## src/rtl/max7219_frame_sequencer.sv

```systemverilog
// ---------------------------------------------------------------------------
// max7219_frame_sequencer
//
// Drives a daisy chain of MAX7219 LED matrix controllers through an
// spi_max7219 shifter. After reset it sends the full init sequence
// (shutdown off, display test on/off, decode, scan limit, intensity), then
// the eight row words taken from an internal framebuffer, then idles for
// REFRESH_CYCLES clocks and repeats from the "normal operation" word.
//
// Ports
//   i_Clk         sole clock, all logic on its rising edge
//   i_Rst         synchronous active-high reset
//   i_Wr          framebuffer write strobe
//   i_Dev         device index of the write (ignored if >= NUM_DEVICES)
//   i_Row         row index of the write
//   i_Byte        row pixels, bit 7 = leftmost column
//   i_Intensity   display intensity, picked up once per refresh frame
//   i_Busy        shifter busy flag
//   o_Data_Ready  one-cycle pulse: o_Data holds a new chain word
//   o_Data        chain word, device 0 in the top 16 bits, MSB shifted first
//   o_Frame_Done  one-cycle pulse alongside the row-7 word
// ---------------------------------------------------------------------------
module max7219_frame_sequencer #(
   parameter int         NUM_DEVICES    = 20,
   parameter int         REFRESH_CYCLES = 4000000,
   parameter logic [3:0] INIT_INTENSITY = 4'h0
) (
   input  logic                       i_Clk,
   input  logic                       i_Rst,
   input  logic                       i_Wr,
   input  logic [4:0]                 i_Dev,
   input  logic [2:0]                 i_Row,
   input  logic [7:0]                 i_Byte,
   input  logic [3:0]                 i_Intensity,
   input  logic                       i_Busy,
   output logic                       o_Data_Ready,
   output logic [16*NUM_DEVICES-1:0]  o_Data,
   output logic                       o_Frame_Done
);

   localparam int DEV_W       = (NUM_DEVICES > 1) ? $clog2(NUM_DEVICES) : 1;
   // Counter only has to reach REFRESH_CYCLES-1, so it never wraps.
   localparam int CNT_W       = (REFRESH_CYCLES > 1) ? $clog2(REFRESH_CYCLES) : 1;
   localparam int WAIT_LAST_I = (REFRESH_CYCLES > 0) ? REFRESH_CYCLES - 1 : 0;
   localparam logic [CNT_W-1:0] WAIT_LAST = CNT_W'(WAIT_LAST_I);

   typedef enum logic [3:0] {
      ST_SD_OFF,
      ST_TEST_ON,
      ST_NORMAL,
      ST_DECODE,
      ST_SCAN,
      ST_TEST_OFF,
      ST_INTENS,
      ST_ROW0,
      ST_ROW1,
      ST_ROW2,
      ST_ROW3,
      ST_ROW4,
      ST_ROW5,
      ST_ROW6,
      ST_ROW7,
      ST_WAIT
   } state_t;

   state_t                     state;
   state_t                     next_state;
   logic [CNT_W-1:0]           wait_cnt;
   logic [3:0]                 intensity;
   logic                       first_pass;

   logic [7:0]                 fb [NUM_DEVICES][8];
   logic                       dev_ok;

   logic [3:0]                 word_reg;
   logic [7:0]                 word_data;
   logic                       row_word;
   logic [2:0]                 row_sel;
   logic [16*NUM_DEVICES-1:0]  word;
   logic                       issue;

   // Framebuffer: written in every state, never cleared by reset; a write on
   // the same edge as reset is dropped.
   assign dev_ok = (32'(i_Dev) < 32'(NUM_DEVICES));

   always_ff @(posedge i_Clk) begin
      if (i_Wr && !i_Rst && dev_ok) begin
         fb[i_Dev[DEV_W-1:0]][i_Row] <= i_Byte;
      end
   end

   // Register address / data for the current word and the state that follows.
   always_comb begin
      word_reg   = 4'h0;
      word_data  = 8'h00;
      row_word   = 1'b0;
      row_sel    = 3'd0;
      next_state = ST_WAIT;
      case (state)
         ST_SD_OFF:   begin word_reg = 4'hC; word_data = 8'h00; next_state = ST_TEST_ON;  end
         ST_TEST_ON:  begin word_reg = 4'hF; word_data = 8'h01; next_state = ST_NORMAL;   end
         ST_NORMAL:   begin word_reg = 4'hC; word_data = 8'h01; next_state = ST_DECODE;   end
         ST_DECODE:   begin word_reg = 4'h9; word_data = 8'h00; next_state = ST_SCAN;     end
         ST_SCAN:     begin word_reg = 4'hB; word_data = 8'h07; next_state = ST_TEST_OFF; end
         ST_TEST_OFF: begin word_reg = 4'hF; word_data = 8'h00; next_state = ST_INTENS;   end
         ST_INTENS:   begin word_reg = 4'hA; word_data = {4'h0, intensity}; next_state = ST_ROW0; end
         ST_ROW0:     begin word_reg = 4'h1; row_word = 1'b1; row_sel = 3'd0; next_state = ST_ROW1; end
         ST_ROW1:     begin word_reg = 4'h2; row_word = 1'b1; row_sel = 3'd1; next_state = ST_ROW2; end
         ST_ROW2:     begin word_reg = 4'h3; row_word = 1'b1; row_sel = 3'd2; next_state = ST_ROW3; end
         ST_ROW3:     begin word_reg = 4'h4; row_word = 1'b1; row_sel = 3'd3; next_state = ST_ROW4; end
         ST_ROW4:     begin word_reg = 4'h5; row_word = 1'b1; row_sel = 3'd4; next_state = ST_ROW5; end
         ST_ROW5:     begin word_reg = 4'h6; row_word = 1'b1; row_sel = 3'd5; next_state = ST_ROW6; end
         ST_ROW6:     begin word_reg = 4'h7; row_word = 1'b1; row_sel = 3'd6; next_state = ST_ROW7; end
         ST_ROW7:     begin word_reg = 4'h8; row_word = 1'b1; row_sel = 3'd7; next_state = ST_WAIT; end
         ST_WAIT:     next_state = ST_NORMAL;
         default:     next_state = ST_SD_OFF;
      endcase
   end

   // Chain word: device k occupies the k-th 16-bit field counted from the MSB
   // end, so device 0 is shifted out first and ends up at the far end.
   always_comb begin
      word = '0;
      for (int k = 0; k < NUM_DEVICES; k++) begin
         word[16*(NUM_DEVICES-k)-1 -: 16] =
            {4'h0, word_reg, row_word ? fb[k][row_sel] : word_data};
      end
   end

   // o_Data_Ready high means a pulse went out last cycle; the shifter's busy
   // flag may not have risen yet, so that cycle never issues.
   assign issue = !i_Busy && !o_Data_Ready && (state != ST_WAIT);

   always_ff @(posedge i_Clk) begin
      if (i_Rst) begin
         state        <= ST_SD_OFF;
         o_Data_Ready <= 1'b0;
         o_Frame_Done <= 1'b0;
         o_Data       <= '0;
         wait_cnt     <= '0;
         intensity    <= INIT_INTENSITY;
         first_pass   <= 1'b1;
      end else begin
         o_Data_Ready <= 1'b0;
         o_Frame_Done <= 1'b0;
         if (state == ST_WAIT) begin
            if (wait_cnt == WAIT_LAST) begin
               wait_cnt <= '0;
               state    <= ST_NORMAL;
            end else begin
               wait_cnt <= wait_cnt + 1'b1;
            end
         end else if (issue) begin
            o_Data       <= word;
            o_Data_Ready <= 1'b1;
            o_Frame_Done <= (state == ST_ROW7);
            state        <= next_state;
            // Leaving TEST_OFF means entering INTENS; the very first pass
            // after reset keeps the power-up intensity.
            if (state == ST_TEST_OFF && !first_pass) begin
               intensity <= i_Intensity;
            end
            if (state == ST_INTENS) begin
               first_pass <= 1'b0;
            end
         end
      end
   end

endmodule

```

## config.mk

```make
export PLATFORM = sky130hd
export DESIGN_NAME = max7219_frame_sequencer
export DESIGN_NICKNAME = d
export VERILOG_FILES = /design/src/rtl/max7219_frame_sequencer.sv
export SDC_FILE = /design/constraint.sdc
export NUM_CORES = 2
export LEC_CHECK = 0
export CORE_MARGIN = 2
export CORE_UTILIZATION = 38
export DETAILED_ROUTE_END_ITERATION = 8
export GPL_ROUTABILITY_DRIVEN = 1
export PLACE_DENSITY_LB_ADDON = 0.08
export RECOVER_POWER = 50
export SLEW_MARGIN = 40
export SYNTH_ARGS = -nofsm -noshare
export SYNTH_HDL_FRONTEND = slang
export SYNTH_SLANG_ARGS = --single-unit
```

## constraint.sdc

```tcl
create_clock -name i_Clk -period 2.8 [get_ports i_Clk]
set_input_delay 0.56 -clock i_Clk [delete_from_list [all_inputs] [get_ports i_Clk]]
set_output_delay 0.56 -clock i_Clk [all_outputs]
set_load 0.02 [all_outputs]
```

==> impl_metrics.json <==
{
  "detail-route-antenna-nets": 0,
  "critPathMaxStageDelay_ns": 1.64,
  "synthDistinctLibCells": 61,
  "avgViaCountPerCell": 5.48,
  "clk_latency_ns": 0.77,
  "hold_class": "in -> reg",
  "clkTransAtPathRegs_ns": 0.06,
  "p_leak_nw": 24.5,
  "failed_checks": "capacitance limit, slew limit",
  "synthTopCellsByArea": "edfxtp_1 65%, dfxtp_1 6.7%, mux2i_1 5.2%",
  "first_pass_iters": 5,
  "reg2reg_to": "wait_cnt[17]$_SDFFE_PP0P_",
  "ctsResizeCount": 2,
  "power.density_nw_per_um2": 673,
  "place_ws_ns": -0.0409,
  "grt_pass1_vias": 35900,
  "maxCapViolCount": 6,
  "vdd_ir_drop_max_mv": 0.579,
  "grt_pass1_wl_um": 266000,
  "fmax_mhz": 382,
  "drc": 0,
  "synth_ff_type": "edfxtp_1",
  "setup_tns_ns": 0,
  "grt_start_max_net_pins": 86,
  "min_from": "i_Intensity[0]",
  "synth_cells": 4087,
  "synthArstFlopShare_pct": 0,
  "tightest_slew_ns": 2.95,
  "cts-root-buf": "clkbuf_16",
  "wirelength_um": 187000,
  "timing.critical_path.max_delay_family": "buffers and inverters",
  "nets": 4570,
  "whs_endpoint": "intensity[0]$_SDFFE_PP0P_",
  "pin_count": 346,
  "area_delta_synth_final_pct": 20.6,
  "total_power_mw": 48.0,
  "h-tree-depth": 4,
  "post_cts_buffers": 0,
  "arrival_ns": 3.07,
  "setup_ws_ns": 0.185,
  "cp-start-kind": "primary input",
  "relSlewSlack_pct": -96.8,
  "num_rows": 144,
  "synth_top_cell_area_share_pct": 65.0,
  "r2r-start": "state[0]$_SDFFE_PP0P_",
  "post-route-period-util_pct": 93.4,
  "crit_slowest_cell": "clkbuf_1",
  "synth_seq_cells": 1477,
  "cts_tree": "yes",
  "fill_cells": 13600,
  "antenna_found_initial": 8,
  "die_h_um": 399,
  "core_um2": 154000,
  "drtIter0Drc": 3440,
  "dpl_cell_area_um2": 66500,
  "cts_hold_buf": 0,
  "end_kind": "flip-flop",
  "netlist_area_um2": 59200,
  "hold_depth": 3,
  "fin_crit_ns": 2.61,
  "final_area_um2": 71300,
  "path_max_fanout": 30,
  "avgSynthCellArea_um2": 14.5,
  "start_util_pct": 38.3,
  "dieArea_um2": 159000,
  "yosys.area.top_type": "edfxtp_1",
  "critPathRequiredTime_ns": 3.26,
  "chipWidth_um": 399,
  "ys_warn_count": 0,
  "outcome": "complete, but fails checks",
  "rr_worst_depth": 5,
  "overflow": 0,
  "clockBufferDepth": 3,
  "dpl.hpwl_um": 117000,
  "cts_made_buffers": 162,
  "fin_skew_ns": 0.0242,
  "ys_seq_area_share_pct": 71.6,
  "r2r_slack_ns": 0.23,
  "num_vias": 36800,
  "wire_per_inst_um": 27.9,
  "globalRouteTotalUtil_pct": 23.3,
  "drive_gt1_share_pct": 13.7,
  "io_buffer_count": 265,
  "crit_type": "in -> reg",
  "gp_congestion": 0.781,
  "synth-edff-count": 1280,
  "setup_viol": 0,
  "hold_viol_final": 0,
  "cp_cell_sequence": "clkbuf_1 > clkbuf_2",
  "rsz0062_at_grt": "false",
  "slew_viol_final": 251,
  "crit_buf_inv": 2,
  "clock-sinks": 1477
}
==> final cells by class <==
class	count	area, µm²	share of cell area [%]
tap	2044	2560	3.58
sequential	1477	42400	59.4
antenna	3	7.51	0.0105
multi-input combinational	2230	14800	20.7
clock buffer	238	4710	6.61
clock inverter	61	583	0.817
timing repair buffer	669	6280	8.80
inverter	5	23.8	0.0333
==> through the flow <==
stage / std cells / utilization (%) / hold slack [ns]
2_1_floorplan: 4166 / - / 0.418
3_3_place_gp: 6424 / 43.1 / 0.443
3_5_place_dp: 6425 / 43.1 / 0.434
4_1_cts: 6724 / 46.5 / 0.147
5_1_grt: 6725 / 46.2 / 0.390
6_report: 6727 / 46.2 / 0.421
==> power breakdown <==
group	switching, mW	leakage [nW]	total [mW]	internal [mW]
Sequential	0.133	13.1	24.1	24.0
Combinational	1.82	8.79	2.67	0.852
Clock	8.72	2.59	21.2	12.5
==> routing by layer <==
layer	up-vias	track usage, %	share of wire, %
met1	18800	33.7	45
met2	1387	35.6	45
met3	237	4.93	7.1
met5	-	0	0.0037
met4	2	6.39	2.4
li1	16400	-	-
==> registers in the layout, summed over array words and instances, names as in the netlist <==
signal	flops
first_pass	1
o_Frame_Done	1
o_Data_Ready	1
state	4
intensity	4
wait_cnt	22
o_Data	164
fb	1280
==> cells in the mapped netlist (7+ instances only) <==
cell type / number
a32oi_1: 80
nor2b_1: 89
nand3_1: 17
nor2_1: 442
a221o_1: 75
buf_4: 164
xor2_1: 14
a221oi_1: 155
o32ai_1: 80
and3b_1: 81
a21oi_1: 90
nand2_1: 290
dfxtp_1: 197
a22o_1: 75
nor3_1: 9
nand2b_1: 85
xnor2_1: 7
a22oi_1: 81
mux2_2: 9
buf_2: 63
nand4_1: 10
edfxtp_1: 1280
clkbuf_1: 218
o21ai_0: 87
mux2i_1: 309
==> cell usage in the layout (no fill, tap or decap), types with 90 or more instances in the layout <==
| cell | count |
|---|---|
| a221oi_1 | 155 |
| nand2_1 | 287 |
| dfxtp_1 | 192 |
| buf_4 | 273 |
| clkdlybuf4s50_1 | 256 |
| clkbuf_16 | 166 |
| mux2i_1 | 309 |
| edfxtp_1 | 1280 |
| a21oi_1 | 90 |
| nor2_1 | 438 |
==> kinds of logic after synthesis <==
family	after synthesis	share of synthesized area [%]
other	1	0.00634
AO/OA/AOI/OAI	756	10.0
adder cells (fa/ha/maj)	1	0.0211
AND/OR/NAND/NOR	1054	8.47
flip-flops	1477	71.6
multiplexers	318	5.40
buffers and inverters	459	4.15
XOR/XNOR	21	0.311
==> worst max path at each step <==
stage / slack [ns] / start / cells past startpoint / end
after global placement: -0.12 / i_Dev[2] / 10 / fb[4][30]$_DFFE_PP_
after detailed placement: -0.04 / i_Dev[3] / 10 / fb[4][30]$_DFFE_PP_
after global routing: 0.07 / i_Byte[2] / 2 / fb[6][34]$_DFFE_PP_
after floorplan: 0.65 / i_Rst / 6 / fb[10][0]$_DFFE_PP_
final: 0.19 / i_Byte[2] / 2 / fb[7][18]$_DFFE_PP_
after CTS: 0.15 / o_Data[314]$_SDFFE_PP0P_ / 2 / o_Data[314]
Note: power is estimated with default switching activity, not from simulation.
